**src/rtl/lsu_ctrl.sv**
```systemverilog
// lsu_ctrl - MEM-stage load/store controller, initiator side of the
// word-addressed, byte-masked data memory.
//
// Turns RISC-V LB/LH/LW/LBU/LHU/SB/SH/SW byte-addressed requests into
// word-index + byte-mask accesses and returns aligned, sign/zero-extended
// load data. Illegal funct3 and (in the default build) misaligned accesses
// are reported as faults with the offending byte address.
//
// Build option:
//   LSU_MISALIGNED_SPLIT_EN  defined   : misaligned accesses are performed;
//                                        word-crossing ones take ACC0+ACC1.
//                            undefined : misaligned half/word accesses fault,
//                                        ACC1 is unreachable.
//
// Ports:
//   clk_i, rst_i        clock, async active-high reset
//   req_valid_i/ready_o request handshake (ready only in IDLE)
//   req_we_i            1 = store, 0 = load
//   req_funct3_i        RISC-V funct3 (size / sign)
//   req_addr_i          byte address
//   req_wdata_i         right-justified store data
//   rsp_valid_o         one-cycle response pulse
//   rsp_rdata_o         load result (0 for stores and faults)
//   rsp_err_o           access faulted
//   rsp_badaddr_o       faulting byte address (0 when no fault)
//   mem_we_o            memory write enable
//   mem_mask_o          byte enables
//   mem_addr_o          word index
//   mem_wdata_o         lane-aligned write data
//   mem_rdata_i         combinational read data for mem_addr_o
//
// State | meaning
// IDLE  | waiting for a request, req_ready_o = 1
// ACC0  | access to base word w, captures low read word
// ACC1  | access to word w+1 (word-crossing split only)
// RESP  | rsp_valid_o pulse, registered response on the outputs

module lsu_ctrl #(
    parameter int DW             = 32,
    parameter int MEM_SIZE_IN_KB = 1,
    localparam int ADDRW         = $clog2(MEM_SIZE_IN_KB * 256)
) (
    input  logic             clk_i,
    input  logic             rst_i,
    input  logic             req_valid_i,
    output logic             req_ready_o,
    input  logic             req_we_i,
    input  logic [2:0]       req_funct3_i,
    input  logic [31:0]      req_addr_i,
    input  logic [DW-1:0]    req_wdata_i,
    output logic             rsp_valid_o,
    output logic [DW-1:0]    rsp_rdata_o,
    output logic             rsp_err_o,
    output logic [31:0]      rsp_badaddr_o,
    output logic             mem_we_o,
    output logic [3:0]       mem_mask_o,
    output logic [ADDRW-1:0] mem_addr_o,
    output logic [DW-1:0]    mem_wdata_o,
    input  logic [DW-1:0]    mem_rdata_i
);

    typedef enum logic [1:0] {
        IDLE = 2'd0,
        ACC0 = 2'd1,
        ACC1 = 2'd2,
        RESP = 2'd3
    } state_t;

    state_t state, state_nxt;

    logic             we_q;
    logic [2:0]       f3_q;
    logic [ADDRW+1:0] addr_q;
    logic [31:0]      wdata_q;
    logic [31:0]      lo_q;

    // ---------------------------------------------------------------
    // Request decode (on the live request, used at accept time)
    // ---------------------------------------------------------------
    logic req_illegal;
    logic req_fault;

    assign req_illegal = req_we_i
                       ? (req_funct3_i[2] || (req_funct3_i[1:0] == 2'b11))
                       : ((req_funct3_i == 3'b011) || (req_funct3_i[2:1] == 2'b11));

`ifdef LSU_MISALIGNED_SPLIT_EN
    assign req_fault = req_illegal;
`else
    logic req_misal;
    assign req_misal = ((req_funct3_i[1:0] == 2'b01) && req_addr_i[0])
                    || ((req_funct3_i[1:0] == 2'b10) && (req_addr_i[1:0] != 2'b00));
    assign req_fault = req_illegal || req_misal;
`endif

    // ---------------------------------------------------------------
    // Lane steering for the registered request
    // ---------------------------------------------------------------
    logic [1:0]       off;
    logic [ADDRW-1:0] w_base;
    logic [ADDRW-1:0] w_next;
    logic [3:0]       size_mask;
    logic [7:0]       m8;
    logic [63:0]      d64;

    assign off    = addr_q[1:0];
    assign w_base = addr_q[ADDRW+1:2];
    assign w_next = w_base + ADDRW'(1);   // wraps modulo 2^ADDRW

    always_comb begin
        size_mask = 4'b1111;
        case (f3_q[1:0])
            2'b00:   size_mask = 4'b0001;
            2'b01:   size_mask = 4'b0011;
            default: size_mask = 4'b1111;
        endcase
    end

    assign m8  = {4'b0000, size_mask} << off;
    assign d64 = {32'h0, wdata_q} << {off, 3'b000};

    // ---------------------------------------------------------------
    // Load alignment and extension. In ACC0 the high word is zero (no
    // second access); in ACC1 the low word was captured in ACC0.
    // ---------------------------------------------------------------
    logic [31:0] ld_lo;
    logic [31:0] ld_hi;
    logic [31:0] ld_shift;
    logic [31:0] ld_ext;

    assign ld_lo    = (state == ACC1) ? lo_q : mem_rdata_i;
    assign ld_hi    = (state == ACC1) ? mem_rdata_i : 32'h0;
    assign ld_shift = 32'({ld_hi, ld_lo} >> {off, 3'b000});

    always_comb begin
        ld_ext = ld_shift;
        case (f3_q)
            3'b000:  ld_ext = {{24{ld_shift[7]}},  ld_shift[7:0]};
            3'b001:  ld_ext = {{16{ld_shift[15]}}, ld_shift[15:0]};
            3'b100:  ld_ext = {24'h0, ld_shift[7:0]};
            3'b101:  ld_ext = {16'h0, ld_shift[15:0]};
            default: ld_ext = ld_shift;
        endcase
    end

    // ---------------------------------------------------------------
    // FSM
    // ---------------------------------------------------------------
    always_ff @(posedge clk_i or posedge rst_i) begin
        if (rst_i) state <= IDLE;
        else       state <= state_nxt;
    end

    always_comb begin
        state_nxt   = state;
        req_ready_o = 1'b0;
        rsp_valid_o = 1'b0;
        mem_we_o    = 1'b0;
        mem_mask_o  = 4'b0000;
        mem_addr_o  = '0;
        mem_wdata_o = '0;
        case (state)
            IDLE: begin
                req_ready_o = 1'b1;
                if (req_valid_i) state_nxt = req_fault ? RESP : ACC0;
            end
            ACC0: begin
                mem_we_o    = we_q;
                mem_mask_o  = m8[3:0];
                mem_addr_o  = w_base;
                mem_wdata_o = d64[31:0];
`ifdef LSU_MISALIGNED_SPLIT_EN
                state_nxt   = (m8[7:4] != 4'b0000) ? ACC1 : RESP;
`else
                state_nxt   = RESP;
`endif
            end
            ACC1: begin
                mem_we_o    = we_q;
                mem_mask_o  = m8[7:4];
                mem_addr_o  = w_next;
                mem_wdata_o = d64[63:32];
                state_nxt   = RESP;
            end
            RESP: begin
                rsp_valid_o = 1'b1;
                state_nxt   = IDLE;
            end
            default: state_nxt = IDLE;
        endcase
    end

    // ---------------------------------------------------------------
    // Request capture and low-word capture
    // ---------------------------------------------------------------
    always_ff @(posedge clk_i or posedge rst_i) begin
        if (rst_i) begin
            we_q    <= 1'b0;
            f3_q    <= 3'b000;
            addr_q  <= '0;
            wdata_q <= 32'h0;
            lo_q    <= 32'h0;
        end else begin
            if (state == IDLE && req_valid_i) begin
                we_q    <= req_we_i;
                f3_q    <= req_funct3_i;
                addr_q  <= req_addr_i[ADDRW+1:0];
                wdata_q <= req_wdata_i;
            end
            if (state == ACC0) lo_q <= mem_rdata_i;
        end
    end

    // ---------------------------------------------------------------
    // Response registers: written only on entry to RESP so they hold
    // until the next response.
    // ---------------------------------------------------------------
    always_ff @(posedge clk_i or posedge rst_i) begin
        if (rst_i) begin
            rsp_rdata_o   <= '0;
            rsp_err_o     <= 1'b0;
            rsp_badaddr_o <= 32'h0;
        end else if (state == IDLE && req_valid_i && req_fault) begin
            rsp_rdata_o   <= '0;
            rsp_err_o     <= 1'b1;
            rsp_badaddr_o <= req_addr_i;
        end else if ((state == ACC0 || state == ACC1) && state_nxt == RESP) begin
            rsp_rdata_o   <= we_q ? 32'h0 : ld_ext;
            rsp_err_o     <= 1'b0;
            rsp_badaddr_o <= 32'h0;
        end
    end

endmodule

```
**config.mk**
```make
export PLATFORM = sky130hd
export DESIGN_NAME = lsu_ctrl
export DESIGN_NICKNAME = d
export VERILOG_FILES = /design/src/rtl/lsu_ctrl.sv
export SDC_FILE = /design/constraint.sdc
export NUM_CORES = 1
export LEC_CHECK = 0
export ABC_AREA = 1
export CORE_MARGIN = 2
export CORE_UTILIZATION = 40
export DETAILED_ROUTE_END_ITERATION = 8
export PLACE_DENSITY = 0.65
export SETUP_SLACK_MARGIN = 0.2
export SLEW_MARGIN = 30
export SYNTH_ARGS = -nofsm -noshare
export SYNTH_HDL_FRONTEND = slang
export SYNTH_SLANG_ARGS = --single-unit
export TNS_END_PERCENT = 50
```
**constraint.sdc**
```tcl
create_clock -name clk_i -period 6.3 [get_ports clk_i]
set_input_delay 0.63 -clock clk_i [delete_from_list [all_inputs] [get_ports clk_i]]
set_output_delay 0.63 -clock clk_i [all_outputs]
set_load 0.005 [all_outputs]
```
==> results.txt <==
Initial antenna violation count -> 0
Vias in the first global route -> 8165
Syn Std Cell Area -> 8280 um2
Max Freq -> 229 MHz
Period utilization -> 69.3%
First drt pass iteration count -> 5
# port buffers -> 214
Clock Sinks -> 145
Largest net degree at the start of global routing -> 99
Drt drc -> 0
Io pins -> 215
R2R cell count -> 11
Number of routed nets with antenna violations -> 0
Total number of vias -> 8407
Setup Fix Bufs, Post-CTS -> 0
Final nets -> 1467
Final hold vios -> 0
Buf+Inv Stages, Crit Path -> 4
CP max stage delay -> 760 ps
Root Driver -> clkbuf_16
Pwr per Cell Area -> 522 nW/um2
Syn Nets -> 1294
Worst-Skew Late Latency -> 430 ps
Synth Instances -> 1185
First-pass GRT wire length -> 43500 um
RSZ-0062 raised after global routing -> false
Register bit count reported by yosys -> 145
Cells after DPL -> 1609
Synth Warn # -> 0
RD Place Congestion -> 0.923
Critical Path RT -> 5670 ps
Critical path fanouts, max -> 42
Final global-route overflow total -> 0
Layout cells sized above 1 -> 5.33%
Starting density of the core -> 40.8%
Final WL -> 27400 um
PnR worst setup slack -> 1930 ps
Max-cap violations -> 0
Total Routing Usage GR -> 25.2%
Worst-path cell chain -> inv_1 -> ha_1 -> buf_4 -> inv_2 -> nor2_2 -> o21ai_0 -> a21oi_1 -> clkdlybuf4s50_1
Number of antenna diodes -> 0
RR Endpoint -> rsp_rdata_o[11]
H-tree level count -> 4
Die area -> 21900 um2
Crit path time final -> 4370 ps
Clock transition at the registers of the reported paths -> 60 ps
HPWL Detailed -> 18800 um
Leakage -> 5.26 nW
Filler Cell Count -> 2029
Core area -> 20300 um2
Post-CTS Resized -> 0
DR WL/cell -> 16.7 um
Die height -> 148 um
Clock Path Buffers -> 2
Setup violators final -> 0
Initial detailed-routing violation count -> 612
Setup crit end kind -> output pin
Most common cell after layout, fill and taps aside -> nand2_1
CTS Buf Count -> 17
Worst-case clock skew -> 7.55 ps
Crit-path slowest cell -> nor2_2
Rel. slew slack -> 33.4%
Sequential element share of the synthesized area -> 43.8%
TNS Setup -> 0 ps
Distinct cell type count after synthesis -> 34
Slew at the pin with the worst max-slew slack -> 998 ps
Worst Setup Start Kind -> flip-flop
Top Family by Delay on Critical Path -> buffers and inverters
Most frequent cells in the layout -> nand2_1, clkdlybuf4s50_1, dfrtp_1
Die X -> 148 um
Maximum vdd drop -> 0.000448 V
Vias per Instance -> 5.13
Layout area overhead -> 33.1%
Post-Layout Cell Count -> 1640
Post-CTS Hold Fix Bufs -> 0
Worst min-delay path category -> reg2reg
CP Depth -> 8
Critical R2R Launch -> state[0]
Final slew viol count -> 0
Worst Path Arrival -> 3740 ps
Place WS -> 2290 ps
Status -> completed
R2r setup slk -> 3000 ps
End point of the critical path -> mem_mask_o[1]
TritonCTS clock tree -> done
Kind of critical path -> reg2out
Mean post-synth cell area -> 6.98 um2
Rows -> 52
[metal layers]
layer / GRT usage (%) / up-vias / routed length (um)
met4: 10.4 / 0 / 1050
li1: - / 4116 / -
met1: 33.9 / 3889 / 12000
met2: 39.5 / 333 / 12600
met3: 5.62 / 69 / 1790
met5: 0 / - / 0
[synthesized netlist by cell type, drive strengths merged]
master / count / area share (%)
a211oi: 1 / 0.091
a21oi: 76 / 4.6
a22o: 1 / 0.11
a31oi: 23 / 1.7
buf: 36 / 3.1
clkbuf: 31 / 1.4
clkinv: 1 / 0.045
dfrtp: 145 / 44
ha: 6 / 0.91
inv: 97 / 4.5
nand2: 532 / 24
nand3: 67 / 4.6
nand4: 1 / 0.076
nor2: 27 / 1.7
nor3: 1 / 0.060
o211ai: 5 / 0.45
o21ai: 126 / 7.6
o221ai: 2 / 0.21
o311ai: 1 / 0.11
or2: 6 / 0.45
[report_power, final]
group / total (W) / internal [W] / switching, W
sequential: 0.00161 / 0.00133 / 0.000274
combinational: 0.00313 / 0.00115 / 0.00198
clock: 0.00101 / 0.000583 / 0.000427
[state kept, by name, summed over array words and instances (netlist names), named ones only]
register / cells
rsp_rdata_o: 32
lo_q: 32
f3_q: 3
addr_q: 10
rsp_err_o: 1
wdata_q: 32
rsp_badaddr_o: 32
we_q: 1
state: 1
[per-stage QoR]
stage / hold WS [ps] / area [um2] / util (%) / total power (W)
2_1_floorplan: 442 / 8280 / - / 0.00357
3_3_place_gp: 454 / 10400 / 51.4 / 0.00469
3_5_place_dp: 459 / 10400 / 51.4 / 0.00473
4_1_cts: 474 / 11000 / 54.2 / 0.00576
5_1_grt: 493 / 11000 / 54.3 / 0.00620
6_report: 472 / 11000 / 54.3 / 0.00575
[layout make-up]
class	instances	area, um2	area share [%]
clock inverters	12	136	1.24
multi-input cells	875	3900	35.4
well taps	270	338	3.07
flip-flops and latches	145	3630	32.9
repair buffers	221	2190	19.9
inverters	98	383	3.47
clock buffers	19	433	3.93
[cells by family (layout without fill, tap and decap cells)]
logic type | count (synthesis) | in the layout | synth area share (%)
simple gates | 634 | 634 | 31.3
fa+ha+maj | 6 | 6 | 0.907
buf+inv | 165 | 350 | 9.06
compound gates | 235 | 235 | 14.9
flops | 145 | 145 | 43.8
[worst min-delay path by stage]
stage / startpoint / endpoint / slack (ps) / depth (start not counted)
3_5_place_dp: lo_q[15] / lo_q[15] / 460 / 2
5_1_grt: lo_q[29] / lo_q[29] / 490 / 2
6_report: lo_q[31] / lo_q[31] / 470 / 2
2_1_floorplan: lo_q[12] / lo_q[12] / 440 / 2
3_3_place_gp: lo_q[7] / lo_q[7] / 450 / 2
4_1_cts: lo_q[15] / lo_q[15] / 470 / 2
[worst register-to-register path, cell delays in order (launching register included)]
cell and delay (ps):
dfrtp_1 400, inv_1 140, ha_1 260, nand2_4 340, inv_2 670, nand3_2 130, buf_4 270, nand2_1 420
buf_4 260, inv_1 130, nand2_1 100, nand2_1 60
No activity file was read; power rests on OpenSTA's default activity.
